`src/rtl/gpu_irq_ctrl.sv`:
```
// rtl/gpu_irq_ctrl.sv - multi-channel GPU interrupt controller; optional hold-off timer under GPU_IRQ_HOLDOFF_EN
module gpu_irq_ctrl #(
    parameter int NCH       = 4,
    parameter int IDW       = (NCH > 1) ? $clog2(NCH) : 1,
    parameter int HOLDOFF_W = 8
) (
    input  logic                 i_clk,
    input  logic                 i_nrst,
    input  logic [NCH-1:0]       i_setIRQ,
    input  logic [NCH-1:0]       i_edgeMode,
    input  logic [NCH-1:0]       i_ackIRQ,
    input  logic                 i_maskWr,
    input  logic [NCH-1:0]       i_maskData,
    input  logic [HOLDOFF_W-1:0] i_holdoff,
    output logic [NCH-1:0]       o_pending,
    output logic [NCH-1:0]       o_mask,
    output logic                 o_irq,
    output logic [IDW-1:0]       o_irqId
);

    logic [NCH-1:0] prev_q;
    logic [NCH-1:0] pending_q;
    logic [NCH-1:0] pending_d;
    logic [NCH-1:0] mask_q;
    logic [NCH-1:0] mask_d;
    logic [NCH-1:0] event_d;
    logic [NCH-1:0] active;
    logic           irq_raw;
    logic [IDW-1:0] irq_id;

    // Event detection and sticky pending update; a same-cycle set beats the ack.
    always_comb begin
        event_d   = (i_edgeMode & i_setIRQ & ~prev_q) | (~i_edgeMode & i_setIRQ);
        pending_d = event_d | (pending_q & ~i_ackIRQ);
        mask_d    = i_maskWr ? i_maskData : mask_q;
    end

    // Channel state registers; prev resets low so a source high at reset release counts as an edge.
    always_ff @(posedge i_clk) begin
        if (!i_nrst) begin
            prev_q    <= '0;
            pending_q <= '0;
            mask_q    <= '1;
        end else begin
            prev_q    <= i_setIRQ;
            pending_q <= pending_d;
            mask_q    <= mask_d;
        end
    end

    assign active  = pending_q & mask_q;
    assign irq_raw = |active;

    // Fixed priority: the lowest-index active channel wins, 0 when none is active.
    always_comb begin
        irq_id = '0;
        for (int i = NCH - 1; i >= 0; i--) begin
            if (active[i]) begin
                irq_id = IDW'(i);
            end
        end
    end

    assign o_pending = pending_q;
    assign o_mask    = mask_q;
    assign o_irqId   = irq_id;

`ifdef GPU_IRQ_HOLDOFF_EN
    logic [HOLDOFF_W-1:0] hold_q;
    logic [HOLDOFF_W-1:0] hold_d;

    // The line is quiet while the hold-off counter runs; pending and ID keep tracking.
    assign o_irq = irq_raw & (hold_q == '0);

    // Acking a visible interrupt arms the counter; otherwise it counts down to zero.
    always_comb begin
        hold_d = hold_q;
        if ((|i_ackIRQ) && o_irq) begin
            hold_d = i_holdoff;
        end else if (hold_q != '0) begin
            hold_d = hold_q - HOLDOFF_W'(1);
        end
    end

    // Hold-off counter register.
    always_ff @(posedge i_clk) begin
        if (!i_nrst) begin
            hold_q <= '0;
        end else begin
            hold_q <= hold_d;
        end
    end
`else
    logic unused_holdoff;

    assign unused_holdoff = ^i_holdoff;
    assign o_irq          = irq_raw;
`endif

endmodule
```
`config.mk`:
```
export PLATFORM = sky130hd
export DESIGN_NAME = gpu_irq_ctrl
export DESIGN_NICKNAME = d
export VERILOG_FILES = /design/src/rtl/gpu_irq_ctrl.sv
export SDC_FILE = /design/constraint.sdc
export NUM_CORES = 1
export LEC_CHECK = 0
export BUFFER_PORTS_ARGS = -buffer_cell sky130_fd_sc_hd__buf_2
export CELL_PAD_IN_SITES_DETAIL_PLACEMENT = 1
export CELL_PAD_IN_SITES_GLOBAL_PLACEMENT = 2
export CORE_MARGIN = 2
export CORE_UTILIZATION = 20
export CTS_CLUSTER_SIZE = 16
export DETAILED_ROUTE_END_ITERATION = 10
export PLACE_DENSITY_LB_ADDON = 0.1
export SLEW_MARGIN = 15
export SYNTH_ARGS = -nofsm -noshare
export SYNTH_HDL_FRONTEND = slang
export SYNTH_SLANG_ARGS = --single-unit
```
`constraint.sdc`:
```
create_clock -name i_clk -period 2.25 [get_ports i_clk]
set_input_delay 0.45 -clock i_clk [delete_from_list [all_inputs] [get_ports i_clk]]
set_output_delay 0.45 -clock i_clk [all_outputs]
set_load 0.02 [all_outputs]
```
[Word-level counts from Yosys, hierarchy flattened]
Cells that the tools add are included.
Storage, ports and cells
  memories kept: 0
  RAM bits: 0
  bits of input ports: 27
  flip-flop bits (word level): 12
  memory bits (read-only): 0
  latch bits: 0
Cells by class
  $add $sub $neg: 0
  bitwise gates (word level): 10
  reduce and logical (&&, ||, !) cells: 1
  equality and inequality tests: 0
  shifts and indexed selects: 0
  order comparisons: 0
  div/mod/pow operators: 0
  multiply operators: 0
  multiplexer cells: 4
Operators by type and width (number)
  4-bit AND: 5
  4-bit inverter: 3
  2-bit two-way mux: 4
  4-bit OR: 2
  4-bit OR reduction: 1

[Logic depth before layout (Yosys ltp)]
Gate-level depths: netlist (run 1).
  depth after elaboration: 5
  depth in mapped cells: 3
  gate-level depth less buffers: 3

[Least setup slack after synthesis (run 1)]
No wires, ideal clock.
  kind: register -> output
  start: reg pending_q[1] (netlist: o_pending[1])
  end: out o_irqId[1]
  data required time: 1.800 ns
  cell stages (with the launch flop): 3
  data arrival time: 0.943 ns
  path buffers: 0
  path slack: 0.857 ns
  cells stage by stage: dfxtp_1 > a22oi_2 > nor2b_1
On the way
  cells in the longest elaborated chain, start to end: 3
Ends and longest elaborated chain
  from (decl): line 22  | logic [NCH-1:0] pending_q;
  from (signal assigned): line 46  | pending_q <= pending_d;
  4-bit AND: line 51  | assign active = pending_q & mask_q;
  2-bit two-way mux (2 in a row): line 58  | if (active[i]) begin
  to (decl): line 18  | output logic [IDW-1:0] o_irqId
Every way passes these cells.

[Final worst setup path (run 1)]
Same ends and word-level chain as after synthesis.

==> reports/qor.txt, run 1 <==
Port Buffers: 29
Status: finished, final reports clean
FP Rows: 17
Area of the mapped netlist: 469 µm²
Dominant cell type by area after synthesis: dfxtp_1
Number of distinct library cells after synthesis: 11
Worst Path Max Fanout: 4
Width of the die: 52.4 µm
CTS Buf Count: 3
Ratio of cells with drive above 1 in the final layout: 0.425
DR pass1 iterations: 4
Setup bufs post-CTS: 0
Met3 usage: 0.0286
Max-slew violations: 0
Die area: 2750 µm²
Setup TNS Final: 0 ps
DRC: 0
Hold Path Class: in -> reg
Root Buffer: clkbuf_4
Latest clock arrival within the worst-skew pair: 270 ps
Vias per cell: 4.05
RD Place Congestion: 0.676
Synth top area cells: dfxtp_1, nor2b_1, mux2i_1
Antenna cells: 0
Initial DRC Count: 13
Flops & latches, synth: 12
Part of the Yosys area used for sequential elements: 0.512
Final setup vio count: 0
Busiest metal layer after global routing: met2
Die Y: 52.4 µm
Hold Violations, Final: 0
Pwr dens: 737 nW/µm²
Worst endpoint required time: 1800 ps
P_leak: 0.320 nW
Final Net Count: 108
Htree depth: 1
Critical path capture point type: output pin
Pin count of the biggest net entering global routing: 13
Commonest non-fill, non-tap cell in the layout: buf_2
Top-area cell type share of the netlist area: 0.512
Hpwl dp: 935 µm
CTS tree: built
Post-synthesis adder-cell area fraction: 0
Vias post-DR: 437
VDD IR max: 0.302 mV
I/O pin total: 38
Routed len/inst: 11.1 µm
Layout Skew: 0.125 ps
# clock sinks: 12
Avg Inst Size Synth: 9.58 µm²
Setup WS pre-CTS: 925 ps
Syn Nets: 76
Max cap viols: 0
Mux contribution to synthesized area: 0.0853
Critical path type: reg -> out
Area Overhead vs Synth: 42.7%
Final period utilization: 0.713
Number of global-route vias before repair: 489
Worst setup SP type: flop
Max Clk Rate: 623 MHz
Setup ws final: 645 ps
Cells after Synth: 49
# hold bufs at CTS: 0
Synth Area in Compound Gates: 0.115
Slew margin rel.: 0.859
Clock slew at reported path FFs: 80 ps
First-pass GRT wire length: 2060 µm
Critical path arrival: 1160 ps
Total GRT Usage: 0.102
Post-synthesis simple-gate area fraction: 0.253
Power Total: 493 µW
Min Tclk post-route: 1610 ps
GR Util met1: 0.117
Clock buffer depth: 2
Total gr overflow: 0
Largest family of logic cells by synthesized area: simple AND/OR/NAND/NOR gates
Post-CTS sizing: 0
Met2 track utilization from global routing: 0.179
Final wirelength: 1200 µm
Commonest cells after routing, fill and taps aside: buf_2, dfxtp_1, nand2_1, nor2b_1, a21oi_1
RSZ-0062 raised after global routing: no
Post-DRT Antenna Nets: 0
Starting Density: 0.212
Initial antenna violation count: 0
Worst-Margin Slew: 211 ps
Core Box Area: 2210 µm²
Synth Area in XOR/XNOR: 0
Yosys Warn Count: 0
area by class of cell:
class | count | area (µm²)
clock buffer | 4 | 36.3
fill | 273 | 1540
multi-input combinational | 35 | 213
sequential | 12 | 240
tap | 28 | 35.0
timing repair buffer | 29 | 145
final timing paths:
kind / from / end / slack (ps) / cells after the start
max reg2reg: o_pending[1]$_SDFF_PN0_ / o_pending[1]$_SDFF_PN0_ / 1480 / 3
min reg2reg: prev_q[0]$_SDFF_PN0_ / o_pending[0]$_SDFF_PN0_ / 530 / 3
min: i_setIRQ[1] / prev_q[1]$_SDFF_PN0_ / 390 / 2
max: o_pending[1]$_SDFF_PN0_ / o_irqId[1] / 640 / 3
critical path: stages (launching register included):
cell and delay, ps:
dfxtp_1 360, a22oi_2 210, nor2b_1 150, buf_2 170
cell families after synthesis:
kind of cell,after synthesis
and+or+nand+nor,23
DFF,12
AOI/OAI and AO/OA,8
muxes,4
buffers and inverters,2
Yosys cell counts, drive strengths merged:
cell type / n
dfxtp: 12
nor2b: 9
a32oi: 1
and2: 4
a21oi: 5
buf: 1
clkbuf: 1
mux2i: 4
a22oi: 2
nand2: 10
routing by layer:
metal  up-vias  part of all wire  wire length [µm]
li1        225                 -                 -
met1       194              0.47               559
met2        18              0.46               554
met3         0             0.072                86
met4         0                 0                 0
met5         -                 0                 0
state kept, by name (all words and copies together), names as in the netlist:
register / count
o_mask: 4
o_pending: 4
prev_q: 4
stage by stage:
step / cell area [µm²] / hold slack [ps] / utilization / std cells
2_1_floorplan: 469 / 498 / - / 49
3_3_place_gp: 633 / 520 / 0.286 / 104
3_5_place_dp: 633 / 520 / 0.286 / 104
4_1_cts: 669 / 381 / 0.303 / 108
5_1_grt: 669 / 377 / 0.303 / 108
6_report: 669 / 390 / 0.303 / 108
report_power, final:
| group | internal [mW] | switching (mW) |
|---|---|---|
| clock | 0.0982 | 0.0735 |
| sequential | 0.225 | 0.0111 |
| combinational | 0.0392 | 0.0457 |
| total | 0.363 | 0.130 |
Power figures use the tool's default switching activity.
==> run 2, diff against run 1 <==
- CORE_UTILIZATION: 20 -> 18
- clock period: 2.25 -> 1.7 ns (I/O delays scaled with it)
==> run 2 against run 1 <==
Combinational power rose by 32%. Core utilization is 3.1 points lower. Sequential share of layout area shrank 0.13 points. Global-route usage shrank 1.4 points. Cell area rose by 0.37%. Clock skew hardly changed. Critical path depth rose by 1. Clock power grew 34%. Flip-flop and latch count is the same. Non-clock buffer count did not move. Critical endpoint is now o_irqId[0]. Highest routed layer unchanged.
==> reports/qor.txt, run 2 (synthesized netlist as in run 1, its figures left out) <==
Hold Path Class: in -> reg
Commonest cells after routing, fill and taps aside: buf_2, dfxtp_1, nand2_1, nor2b_1, a21oi_1
Status: finished, final reports clean
Max Clk Rate: 667 MHz
Final setup vio count: 0 (unchanged)
Hold Violations, Final: 0 (unchanged)
# clock sinks: 12 (unchanged)
GR Util met1: 0.0979 (-0.0188)
Final Net Count: 108 (unchanged)
Post-CTS sizing: 0 (unchanged)
Critical path arrival: 1160 ps (about the same)
DR pass1 iterations: 2 (-2)
Core Box Area: 2480 µm² (+12%)
Setup TNS Final: 0 ps (unchanged)
RSZ-0062 raised after global routing: no
Min-delay src: i_maskData[1]
Initial DRC Count: 5 (-8)
Worst reg2reg path startpoint: o_pending[1]$_SDFF_PN0_
Setup WS pre-CTS: 485 ps (-440 ps)
Port Buffers: 29 (unchanged)
P_leak: 0.320 nW (unchanged)
Worst-Margin Slew: 203 ps (-7.36 ps)
Post-DP Area: 636 µm² (+0.40%)
Worst hold slack: 279 ps (-111 ps)
Final wirelength: 1180 µm (-1.6%)
Area taken by multi-input logic gates: 213 µm² (unchanged)
Latest clock arrival within the worst-skew pair: 270 ps (about the same)
Pwr dens: 975 nW/µm² (+32%)
CTS tree: built
Die Y: 55.1 µm (+5.0%)
R2R depth: 3 (unchanged)
Total GRT Usage: 0.0886 (-0.0138)
Area Overhead vs Synth: 43.2%
Critical path type: reg -> out
Fin cells: 110 (+1.9%)
Sequential Area: 240 µm² (unchanged)
Max-slew violations: 0 (unchanged)
Vias per cell: 4.05 (about the same)
Routed len/inst: 10.7 µm (-3.4%)
Slew margin rel.: 0.864 (+0.00490)
Setup bufs post-CTS: 0 (unchanged)
Width of the die: 55.1 µm (+5.0%)
Vias post-DR: 445 (+1.8%)
Htree depth: 1 (unchanged)
Initial antenna violation count: 0 (unchanged)
# hold bufs at CTS: 0 (unchanged)
Max cap viols: 0 (unchanged)
Post-DRT Antenna Nets: 0 (unchanged)
Inst Count DP: 106 (+1.9%)
Met3 usage: 0.0618 (+0.0333)
Reg-to-Reg End: o_pending[1]$_SDFF_PN0_
Pin count of the biggest net entering global routing: 13 (unchanged)
Busiest metal layer after global routing: met2
RD Place Congestion: 0.689 (+2.1%)
Hold EP: o_mask[1]$_SDFFE_PN1P_
Post-route cell area: 672 µm² (+0.37%)
CTS Buf Count: 3 (unchanged)
Hpwl dp: 930 µm (-0.59%)
Layout Skew: 0.266 ps (+0.141 ps)
Crit-path cells: nand2_1 -> a32oi_1 -> a21oi_1 -> buf_2
FP Rows: 18 (+1)
Crit-path slowest cell: dfxtp_1
Min Tclk post-route: 1500 ps
First-pass GRT wire length: 1790 µm (-13%)
I/O pin total: 38 (unchanged)
Max incr delay on CP: 390 ps (+30 ps)
Setup ws final: 200 ps (-444 ps)
Total gr overflow: 0 (unchanged)
Ratio of cells with drive above 1 in the final layout: 0.425 (unchanged)
Antenna cells: 0 (unchanged)
Reg2Reg Setup Slack: 940 ps (-540 ps)
Die area: 3030 µm² (+10%)
Met2 track utilization from global routing: 0.137 (-0.0423)
Starting Density: 0.189 (-0.0227)
Number of global-route vias before repair: 419 (-14%)
Final period utilization: 0.882
Critical path capture point type: output pin
Worst Hold Depth: 3 (+1)
FILL cells: 314 (+15%)
Clock buffer depth: 2 (unchanged)
VDD IR max: 0.389 mV (+29%)
Worst setup SP type: flop
Worst endpoint required time: 1360 ps (-440 ps)
DRC: 0 (unchanged)
Root Buffer: clkbuf_4
Worst Path Max Fanout: 4 (unchanged)
Commonest non-fill, non-tap cell in the layout: buf_2
Clock slew at reported path FFs: 80 ps (about the same)
[run 2: cell counts in the layout (fill, tap and decap cells not counted)]
Identical to the previous run, type by type.
[run 2: final cells by class]
class	count	share of cell area
Sequential cell	12	0.358
Multi-Input combinational cell	35	0.317
Timing Repair Buffer	29	0.216
Tap cell	30	0.0559
Clock buffer	4	0.0540
[run 2: worst max path at each step]
stage / cells after the start / startpoint / slack (ps) / endpoint
floorplan: 2 / o_pending[1]$_SDFF_PN0_ / 420 / o_irqId[1]
global placement: 4 / o_pending[2]$_SDFF_PN0_ / 500 / o_irqId[0]
detailed placement: 4 / o_pending[2]$_SDFF_PN0_ / 490 / o_irqId[0]
CTS: 4 / o_pending[2]$_SDFF_PN0_ / 160 / o_irqId[0]
global route: 4 / o_pending[2]$_SDFF_PN0_ / 120 / o_irqId[0]
finish: 4 / o_pending[2]$_SDFF_PN0_ / 200 / o_irqId[0]
[run 2: routing by layer]
metal  vias to the layer above  part of all wire
li1                        226                 -
met1                       199              0.41
met2                        20              0.47
met3                         0              0.12
met4                         0                 0
met5                         -                 0
[run 2: power by group]
group          total, mW  internal [mW]  leakage (nW)  switching, mW
clock              0.230          0.130        0.0210          0.100
combinational      0.112         0.0518         0.199         0.0600
sequential         0.313          0.298        0.0999         0.0146
[run 2: worst max-delay path, delay by kind of cell (launching register included)]
family,cells,cell delay (ps)
simple gates,1,70
compound gates,2,270
flops,1,390
buf+inv,1,160
[run 2: per-stage QoR]
| stage | total power [mW] | util |
|---|---|---|
| 6_report | 0.655 | 0.271 |
| 3_5_place_dp | 0.434 | 0.257 |
| 2_1_floorplan | 0.385 | - |
| 5_1_grt | 0.696 | 0.271 |
| 4_1_cts | 0.671 | 0.271 |
| 3_3_place_gp | 0.434 | 0.257 |
